==> src/rtl/riscv_tlb_mmu.sv <==
// RISC-V MMU stage: bare pass-through or translation through a fully-associative
// 4 KiB-page TLB that refills from an external page-table walker.

package biu_pkg;
    typedef enum logic [2:0] {
        BYTE  = 3'b000,
        HWORD = 3'b001,
        WORD  = 3'b010,
        DWORD = 3'b011,
        QWORD = 3'b100
    } biu_size_t;
endpackage

module riscv_tlb_mmu
    import biu_pkg::*;
#(
    parameter int XLEN    = 32,
    parameter int PLEN    = (XLEN == 32) ? 34 : 56,
    parameter int ENTRIES = 8
) (
    input  logic             clk_i,
    input  logic             rst_i,
    input  logic             stall_i,
    input  logic             flush_i,
    input  logic             tlb_flush_i,
    input  logic             mode_i,
    input  logic             req_i,
    input  logic [XLEN-1:0]  adr_i,
    input  biu_size_t        size_i,
    input  logic             lock_i,
    input  logic             we_i,
    output logic             req_o,
    output logic [PLEN-1:0]  adr_o,
    output biu_size_t        size_o,
    output logic             lock_o,
    output logic             we_o,
    output logic             pagefault_o,
    output logic             busy_o,
    output logic             ptw_req_o,
    output logic [XLEN-13:0] ptw_vpn_o,
    input  logic             ptw_ack_i,
    input  logic [PLEN-13:0] ptw_ppn_i,
    input  logic             ptw_r_i,
    input  logic             ptw_w_i,
    input  logic             ptw_fault_i
);
    localparam int VPN_W = XLEN - 12;
    localparam int PPN_W = PLEN - 12;
    localparam int IDX_W = $clog2(ENTRIES);

    typedef enum logic [1:0] {IDLE, MISS, ABORT} state_t;

    state_t state_q, state_d;

    logic [ENTRIES-1:0] tlb_vld_q;
    logic [ENTRIES-1:0] tlb_r_q;
    logic [ENTRIES-1:0] tlb_w_q;
    logic [VPN_W-1:0]   tlb_vpn_q [ENTRIES];
    logic [PPN_W-1:0]   tlb_ppn_q [ENTRIES];
    logic [IDX_W-1:0]   rr_q;

    logic [VPN_W-1:0]   miss_vpn_p1;
    logic [11:0]        miss_ofs_p1;
    biu_size_t          miss_size_p1;
    logic               miss_lock_p1;
    logic               miss_we_p1;
    logic               tlb_flushed_p1;

    logic [VPN_W-1:0]   req_vpn;
    logic               hit, hit_r, hit_w;
    logic [PPN_W-1:0]   hit_ppn;
    logic [IDX_W-1:0]   victim;
    logic               use_rr;
    logic               start_miss;
    logic               ack_discard, ack_ok, install;

    function automatic logic permitted(input logic we, input logic r, input logic w);
        return (we & w) | (!we & r);
    endfunction

    // Zero-extends or truncates a virtual address to the physical width.
    function automatic logic [PLEN-1:0] zext_adr(input logic [XLEN-1:0] a);
        logic [PLEN+XLEN-1:0] t;
        t = {{PLEN{1'b0}}, a};
        return t[PLEN-1:0];
    endfunction

    assign req_vpn = adr_i[XLEN-1:12];

    always_comb begin
        hit     = 1'b0;
        hit_r   = 1'b0;
        hit_w   = 1'b0;
        hit_ppn = '0;
        for (int i = 0; i < ENTRIES; i++) begin
            if (tlb_vld_q[i] && tlb_vpn_q[i] == req_vpn) begin
                hit     = 1'b1;
                hit_r   = tlb_r_q[i];
                hit_w   = tlb_w_q[i];
                hit_ppn = tlb_ppn_q[i];
            end
        end
    end

    // Lowest free slot wins; the round-robin pointer is only consulted when full.
    always_comb begin
        victim = rr_q;
        use_rr = 1'b1;
        for (int i = ENTRIES - 1; i >= 0; i--) begin
            if (!tlb_vld_q[i]) begin
                victim = IDX_W'(i);
                use_rr = 1'b0;
            end
        end
    end

    assign start_miss  = !stall_i && req_i && !flush_i && mode_i && !hit;
    assign ack_discard = (state_q == ABORT) || flush_i;
    assign ack_ok      = !ptw_fault_i && permitted(miss_we_p1, ptw_r_i, ptw_w_i);
    assign install     = (state_q == MISS) && ptw_ack_i && !flush_i && ack_ok
                         && !tlb_flush_i && !tlb_flushed_p1;

    always_comb begin
        state_d = state_q;
        case (state_q)
            IDLE:    if (start_miss) state_d = MISS;
            MISS: begin
                if (ptw_ack_i)    state_d = IDLE;
                else if (flush_i) state_d = ABORT;
            end
            ABORT:   if (ptw_ack_i) state_d = IDLE;
            default: state_d = IDLE;
        endcase
    end

    always_ff @(posedge clk_i) begin
        if (rst_i) state_q <= IDLE;
        else       state_q <= state_d;
    end

    assign busy_o    = (state_q != IDLE);
    assign ptw_req_o = (state_q != IDLE);
    assign ptw_vpn_o = miss_vpn_p1;

    // Stage p1: the missing request is parked here for the duration of the walk.
    always_ff @(posedge clk_i) begin
        if (state_q == IDLE && start_miss) begin
            miss_vpn_p1  <= req_vpn;
            miss_ofs_p1  <= adr_i[11:0];
            miss_size_p1 <= size_i;
            miss_lock_p1 <= lock_i;
            miss_we_p1   <= we_i;
        end
    end

    // An sfence during the walk makes the returning PTE stale for the TLB.
    always_ff @(posedge clk_i) begin
        if (rst_i)                 tlb_flushed_p1 <= 1'b0;
        else if (state_q == IDLE)  tlb_flushed_p1 <= 1'b0;
        else if (tlb_flush_i)      tlb_flushed_p1 <= 1'b1;
    end

    always_ff @(posedge clk_i) begin
        if (rst_i) begin
            tlb_vld_q <= '0;
            rr_q      <= '0;
        end else if (tlb_flush_i) begin
            tlb_vld_q <= '0;
        end else if (install) begin
            tlb_vld_q[victim] <= 1'b1;
            if (use_rr) rr_q <= rr_q + IDX_W'(1);
        end
    end

    always_ff @(posedge clk_i) begin
        if (install) begin
            tlb_vpn_q[victim] <= miss_vpn_p1;
            tlb_ppn_q[victim] <= ptw_ppn_i;
            tlb_r_q[victim]   <= ptw_r_i;
            tlb_w_q[victim]   <= ptw_w_i;
        end
    end

    // Output stage: loads on unstalled IDLE cycles, or unconditionally on walker ack.
    always_ff @(posedge clk_i) begin
        if (rst_i) begin
            req_o       <= 1'b0;
            pagefault_o <= 1'b0;
            adr_o       <= '0;
            size_o      <= BYTE;
            lock_o      <= 1'b0;
            we_o        <= 1'b0;
        end else if (state_q == IDLE) begin
            if (!stall_i) begin
                req_o       <= 1'b0;
                pagefault_o <= 1'b0;
                if (req_i && !flush_i && (!mode_i || hit)) begin
                    size_o <= size_i;
                    lock_o <= lock_i;
                    we_o   <= we_i;
                    if (!mode_i) begin
                        req_o <= 1'b1;
                        adr_o <= zext_adr(adr_i);
                    end else if (permitted(we_i, hit_r, hit_w)) begin
                        req_o <= 1'b1;
                        adr_o <= {hit_ppn, adr_i[11:0]};
                    end else begin
                        pagefault_o <= 1'b1;
                        adr_o       <= zext_adr(adr_i);
                    end
                end
            end
        end else if (ptw_ack_i) begin
            req_o       <= 1'b0;
            pagefault_o <= 1'b0;
            if (!ack_discard) begin
                size_o <= miss_size_p1;
                lock_o <= miss_lock_p1;
                we_o   <= miss_we_p1;
                if (ack_ok) begin
                    req_o <= 1'b1;
                    adr_o <= {ptw_ppn_i, miss_ofs_p1};
                end else begin
                    pagefault_o <= 1'b1;
                    adr_o       <= zext_adr({miss_vpn_p1, miss_ofs_p1});
                end
            end
        end
    end

endmodule

==> config.mk <==
export PLATFORM = sky130hd
export DESIGN_NAME = riscv_tlb_mmu
export DESIGN_NICKNAME = d
export VERILOG_FILES = /design/src/rtl/riscv_tlb_mmu.sv
export SDC_FILE = /design/constraint.sdc
export NUM_CORES = 1
export LEC_CHECK = 0
export ABC_AREA = 1
export BUFFER_PORTS_ARGS = -buffer_cell sky130_fd_sc_hd__buf_2
export CAP_MARGIN = 20
export CORE_AREA = 8 8 212 366
export CTS_BUF_LIST = sky130_fd_sc_hd__clkbuf_2 sky130_fd_sc_hd__clkbuf_4 sky130_fd_sc_hd__clkbuf_8
export CTS_CLUSTER_DIAMETER = 60
export DETAILED_ROUTE_END_ITERATION = 10
export DIE_AREA = 0 0 220 374
export PLACE_DENSITY = 0.44
export SLEW_MARGIN = 40
export SYNTH_ARGS = -nofsm -noshare
export SYNTH_HDL_FRONTEND = slang
export SYNTH_SLANG_ARGS = --single-unit
export TNS_END_PERCENT = 100
==> constraint.sdc <==
create_clock -name clk_i -period 4.95 [get_ports clk_i]
set_input_delay 0 -clock clk_i [delete_from_list [all_inputs] [get_ports clk_i]]
set_output_delay 0 -clock clk_i [all_outputs]
set_load 0.01 [all_outputs]
### After elaboration in Yosys (flattened, before gate mapping)

Memory sizes are Yosys's and may differ from the RTL's.
Cells that the tools add are included.

| word-level totals | value |
|---|---|
| register bits after elaboration | 108 |
| bits in writable memories | 336 |
| input bits | 70 |
| output and inout bits | 63 |
| memories kept | 2 |

| cells by class | value |
|---|---|
| add/subtract/negate cells | 1 |
| order comparisons | 2 |
| equal/unequal tests | 16 |
| multiplexer cells | 98 |
| bitwise operators | 8 |
| reduce and logical (&&, ||, !) cells | 42 |

Memories:

| name | depth | bits a word | read ports | clocked after memory_dff | wr ports | line | RTL |
|---|---|---|---|---|---|---|---|
| tlb_ppn_q | 8 | 22 | 8 | 0 | 1 | 59 | `logic [PPN_W-1:0] tlb_ppn_q [ENTRIES];` |
| tlb_vpn_q | 8 | 20 | 8 | 0 | 1 | 58 | `logic [VPN_W-1:0] tlb_vpn_q [ENTRIES];` |

Operator list:

| kind | count |
|---|---|
| 2-to-1 mux 34 bit | 8 |
| 2-to-1 mux 22 bit | 8 |
| == test 20 bit | 8 |
| 2-to-1 mux 1 bit | 61 |
| 2-to-1 mux 3 bit | 13 |
| logical AND 1 bit | 22 |
| bitwise mux 8 bit | 2 |
| logical NOT 1 bit | 9 |
| 2-to-1 mux 2 bit | 4 |
| OR 8 bit | 1 |
| inequality test 2 bit, second input constant | 3 |
| one-hot mux 2 bit (3 select lines) | 1 |
| AND reduction 3 bit | 2 |
| AND 1 bit | 4 |
| < comparator 3 x 4 -> 1 bit, second input constant | 1 |
| inequality test 2 x 1 -> 1 bit, second input constant | 2 |
| AND reduction 4 bit | 1 |
| nonzero test 2 bit | 2 |
| OR reduction 2 bit | 2 |
| adder 3 x 1 -> 3 bit, second input constant | 1 |
| demux 1 bit (select 3 bit) | 1 |
| greater-or-equal comparator 3 x 1 -> 1 bit, second input constant | 1 |
| inequality test 3 bit, second input constant | 1 |
| == test 2 x 1 -> 1 bit, second input constant | 1 |
| other kinds (6) | 8 |

### Depth between registers and ports, before layout

| logic depth | value |
|---|---|
| depth after elaboration | 17 |
| depth in mapped cells | 23 |
| depth with buffers taken out | 21 |

### Worst setup path after synthesis

Ideal clock, no wire load.

| path | value |
|---|---|
| kind | register -> register |
| from | register miss_we_p1 |
| to | memory tlb_ppn_q[5][0] (netlist bit) (enable) |
| arrival | 3.217 ns |
| data required time | 4.503 ns |
| slack | 1.285 ns |
| cell stages (with the launch flop) | 9 |
| buffers on the path | 0 |
| period minus slack after synthesis | 3.665 ns |
| cell sequence | edfxtp_1 > inv_1 > nand2_1 > nand2_1 > nand2_1 > nor4_1 > nor3b_1 > inv_1 > nor2_1 |

| between the ends | value |
|---|---|
| cells in the longest elaborated chain, start to end | 9 |
| elaborated cells between the ends (all ways) | 10 |
| classes of those cells | mux: 2; bitwise: 3; reduce/logical: 5 |

RTL lines:

| what | line | RTL |
|---|---|---|
| start, declared | 66 | `logic miss_we_p1;` |
| start signal, assigned | 152 | `miss_we_p1 <= we_i;` |
| logical NOT 1 bit | 78 | `return (we & w) \| (!we & r);` |
| AND 1 bit | 78 |  |
| OR 1 bit * | 78 |  |
| logical AND 1 bit * | 119 | `assign ack_ok = !ptw_fault_i && permitted(miss_we_p1, ptw_r_i, ptw_w_i);` |
| logical AND 1 bit * | 120 | `assign install = (state_q == MISS) && ptw_ack_i && !flush_i && ack_ok` |
| logical AND 1 bit * (2 in a row) | 121 | `&& !tlb_flush_i && !tlb_flushed_p1;` |
| 2-to-1 mux 1 bit * | 176 | `if (install) begin` |
| 2-to-1 mux 1 bit (not written as such) * | 178 | `tlb_ppn_q[victim] <= ptw_ppn_i;` |
| end, declared | 59 |  |

Every way passes the cells marked *; elsewhere a longest branch is shown, timed or not.

==> impl_results.md <==
* Final Hold Vio Count at 0
* Area Growth Syn to Fin at 20.3%
* Clock Tree Root: clkbuf_8
* Nets at 2204
* Global-route wire length before repair at 96.8 mm
* Vias in the first global route at 14500
* Max-Cap Viols at 0
* Avg Vias per Cell at 4.53
* Core Box Area at 72400 um^2
* Final Max Slew Viols at 0
* Critical path type: register to register
* Fin area at 23400 um^2
* Post_cts resized at 0
* Synth Cell Area at 19400 um^2
* Sink Count at 444
* Pwr Density at 325 nW/um^2
* CP max stage cell: nand2_2
* Critical Path Source Type: register
* GR peak layer: met2
* Num CTS Buffers at 67
* ANT nets after route at 0
* Critical-path cell list: nand2_1 -> o21ai_0 -> nor2_1 -> nand2_1 -> nor2_1 -> nand3_1 -> inv_2 -> buf_4 -> nor3_1 -> nor2_1 -> nand2_1 -> nand2_1 -> nand2_1 -> nand2_2 -> nand2_2 -> nand2_1 -> nand3_1 -> a21oi_1
* Max stage delay on crit path at 0.45 ns
* Initial drt markers at 719
* CP Data Arrival Time at 4.27 ns
* Measured slew at the worst slew-check pin at 0.856 ns
* Gr ovfl total at 0
* Post-synth top flop: edfxtp_1
* Final WL at 65.9 mm
* Fin crit share at 0.751
* Yosys top cell by area: edfxtp_1
* GP Congestion at 0.854
* Outcome: finished clean
* Ratio of cells with drive above 1 in the final layout at 0.168
* Clock Latency Late Sink at 0.64 ns
* Syn Nets at 1969
* Mapped Cells at 1898
* Synth top area cells: edfxtp_1 60%, nand2_1 9.1%, nor2_1 6.1%, dfxtp_1 5.7%, a21oi_1 2.8%
* Post-synth top area share at 0.601
* Worst vdd ir at 0.000190 V
* Post-layout min period at 3.72 ns
* Grt met1 use at 0.176
* Dpl cell area at 21300 um^2
* Synth warnings at 0
* Min Hold Slack at 0.103 ns
* Register area share after synthesis at 0.658
* Die Height at 374 um
* CP max FO at 25
* GRT met3 Usage at 0.0289
* Clock skew at 0.0356 ns
* Post-synth EDFFs at 389
* Leakage power at 9.22 nW
* Hold crit path type: input pin to register
* Final setup viols at 0
* Yosys reg bits at 444
* Initial antenna violation count at 1
* Num rows at 131
* Overall Global Routing Usage at 0.159
* Via count at 14100
* CP endpoint kind: register
* Synth Area per Inst at 10.2 um^2
* RSZ-0062 raised after global routing: false
* GR Util met2 at 0.295
* Fin Setup TNS at 0 ns
* DRC errors left at 0
* Clk buf depth at 3
* Post-synth ARST share at 0
* # IOs at 133
* Fmax at 269 MHz
* Slew HR at 0.428
* Initial Utilization at 0.268
* Htree depth at 3
* Die width at 220 um
* Final HPWL DP at 45.5 mm
* Die ar. at 82300 um^2
* Final Power at 7.60 mW
* DR WL/cell at 21.1 um
* Largest net degree at the start of global routing at 45
* Synth unique cells at 45
* Filler instances at 7529
* CTS tree: done
* Critical path required time at 5.50 ns
* Reg clk slew, reported paths at 0.07 ns
* Most used cell, CP: nand2_1
* Port bufs at 132
* DRT Pass-1 Iters at 5
kinds of logic after synthesis:
kind of cell	share of synthesized area
XOR/XNOR	0.0185
adder cells (fa/ha/maj)	0.000644
AND/OR/NAND/NOR	0.195
flip-flops	0.658
buffers and inverters	0.0512
multiplexers	0.0116
AO/OA/AOI/OAI	0.0659
cells in the final DEF (no fill, tap or decap), drive strengths merged:
| master | synthesis | routed |
|---|---|---|
| a22o | 1 | 1 |
| clkbuf | 31 | 105 |
| a221oi | 1 | 1 |
| or2 | 12 | 12 |
| buf | 48 | 173 |
| xor2 | 9 | 9 |
| o21ai | 80 | 80 |
| nand4 | 14 | 14 |
| nor2 | 325 | 325 |
| clkinvlp | 0 | 1 |
| o221ai | 1 | 1 |
| nor3b | 1 | 1 |
| dlygate4sd3 | 0 | 72 |
| mux2 | 20 | 20 |
| o21a | 3 | 3 |
| nand2 | 475 | 475 |
| ha | 1 | 1 |
| a211oi | 1 | 1 |
| o22ai | 17 | 17 |
| a31oi | 2 | 2 |
| edfxtp | 389 | 389 |
| dfxtp | 55 | 55 |
| nor4 | 4 | 4 |
| diode | 0 | 1 |
| a21oi | 109 | 109 |
| nand3 | 85 | 85 |
| inv | 150 | 150 |
| a21boi | 20 | 20 |
| clkinv | 3 | 18 |
| nand3b | 3 | 3 |
| a2111oi | 1 | 1 |
| xnor2 | 32 | 32 |
| nor3 | 5 | 5 |
worst max-delay path: cells and delay by family, from the launching register on:
kind	cells	cell delay [ns]
buffers and inverters	2	0.46
DFF	1	0.40
and+or+nand+nor	14	2.45
AOI/OAI and AO/OA	2	0.28
metal layers:
layer  routed length (um)  share of wire
met5                    0              0
met1                25200           0.38
met4                 2030          0.031
met3                 3320          0.050
met2                35300           0.54
timing repair:
action	4_1_cts	5_1_grt
endpoints found under the hold margin	290	0
setup buffers	0	0
hold buffers	72	0
per-stage QoR:
| stage | utilization | std cells | setup WS, ns |
|---|---|---|---|
| floorplan | - | 1898 | 1.29 |
| global placement | 0.294 | 2920 | 1.19 |
| detailed placement | 0.294 | 2923 | 1.17 |
| CTS | 0.323 | 3116 | 1.23 |
| global route | 0.323 | 3117 | 0.973 |
| finish | 0.323 | 3117 | 1.23 |
final cells by class:
cell class | count | area (um^2) | share of cell area
inverters | 153 | 574 | 0.0246
multi-input cells | 1222 | 5740 | 0.246
clock inverters | 16 | 72.6 | 0.00310
flip-flops and latches | 444 | 12800 | 0.547
diodes | 1 | 2.50 | 0.000107
repair buffers | 245 | 1770 | 0.0759
clock buffers | 105 | 1270 | 0.0543
well taps | 931 | 1160 | 0.0498
where the power goes:
group | switching, mW | internal (mW) | leakage, nW
Clock | 1.48 | 1.63 | 0.723
Sequential | 0.0188 | 4.07 | 3.94
Combinational | 0.256 | 0.141 | 4.56
synthesized netlist by cell type (all sizes together) (14+ instances only):
| master | number |
|---|---|
| nand4 | 14 |
| edfxtp | 389 |
| xnor2 | 32 |
| mux2 | 20 |
| nand3 | 85 |
| clkbuf | 31 |
| nand2 | 475 |
| o22ai | 17 |
| a21oi | 109 |
| buf | 48 |
| dfxtp | 55 |
| o21ai | 80 |
| inv | 150 |
| a21boi | 20 |
| nor2 | 325 |
flip-flops by register name (all words and copies together), names as in the netlist, 2 cells and up:
| register | count |
|---|---|
| tlb_r_q | 8 |
| state_q | 2 |
| tlb_ppn_q | 176 |
| tlb_vld_q | 8 |
| tlb_w_q | 8 |
| miss_ofs_p1 | 12 |
| tlb_vpn_q | 160 |
| ptw_vpn_o | 20 |
| size_o | 3 |
| rr_q | 3 |
| miss_size_p1 | 3 |
| adr_o | 34 |
final timing paths:
path,start,end,slack [ns],depth (start not counted)
setup / recovery,tlb_vpn_q[6][3]$_DFFE_PP_,adr_o[31]$_SDFFE_PP0P_,1.23,18
hold / removal,adr_i[7],miss_ofs_p1[7]$_DFFE_PP_,0.10,2
setup reg to reg,tlb_vpn_q[6][3]$_DFFE_PP_,adr_o[31]$_SDFFE_PP0P_,1.23,18
hold reg to reg,tlb_flushed_p1$_SDFFE_PP0P_,tlb_flushed_p1$_SDFFE_PP0P_,0.48,2
Note: power is estimated with default switching activity, not from simulation.
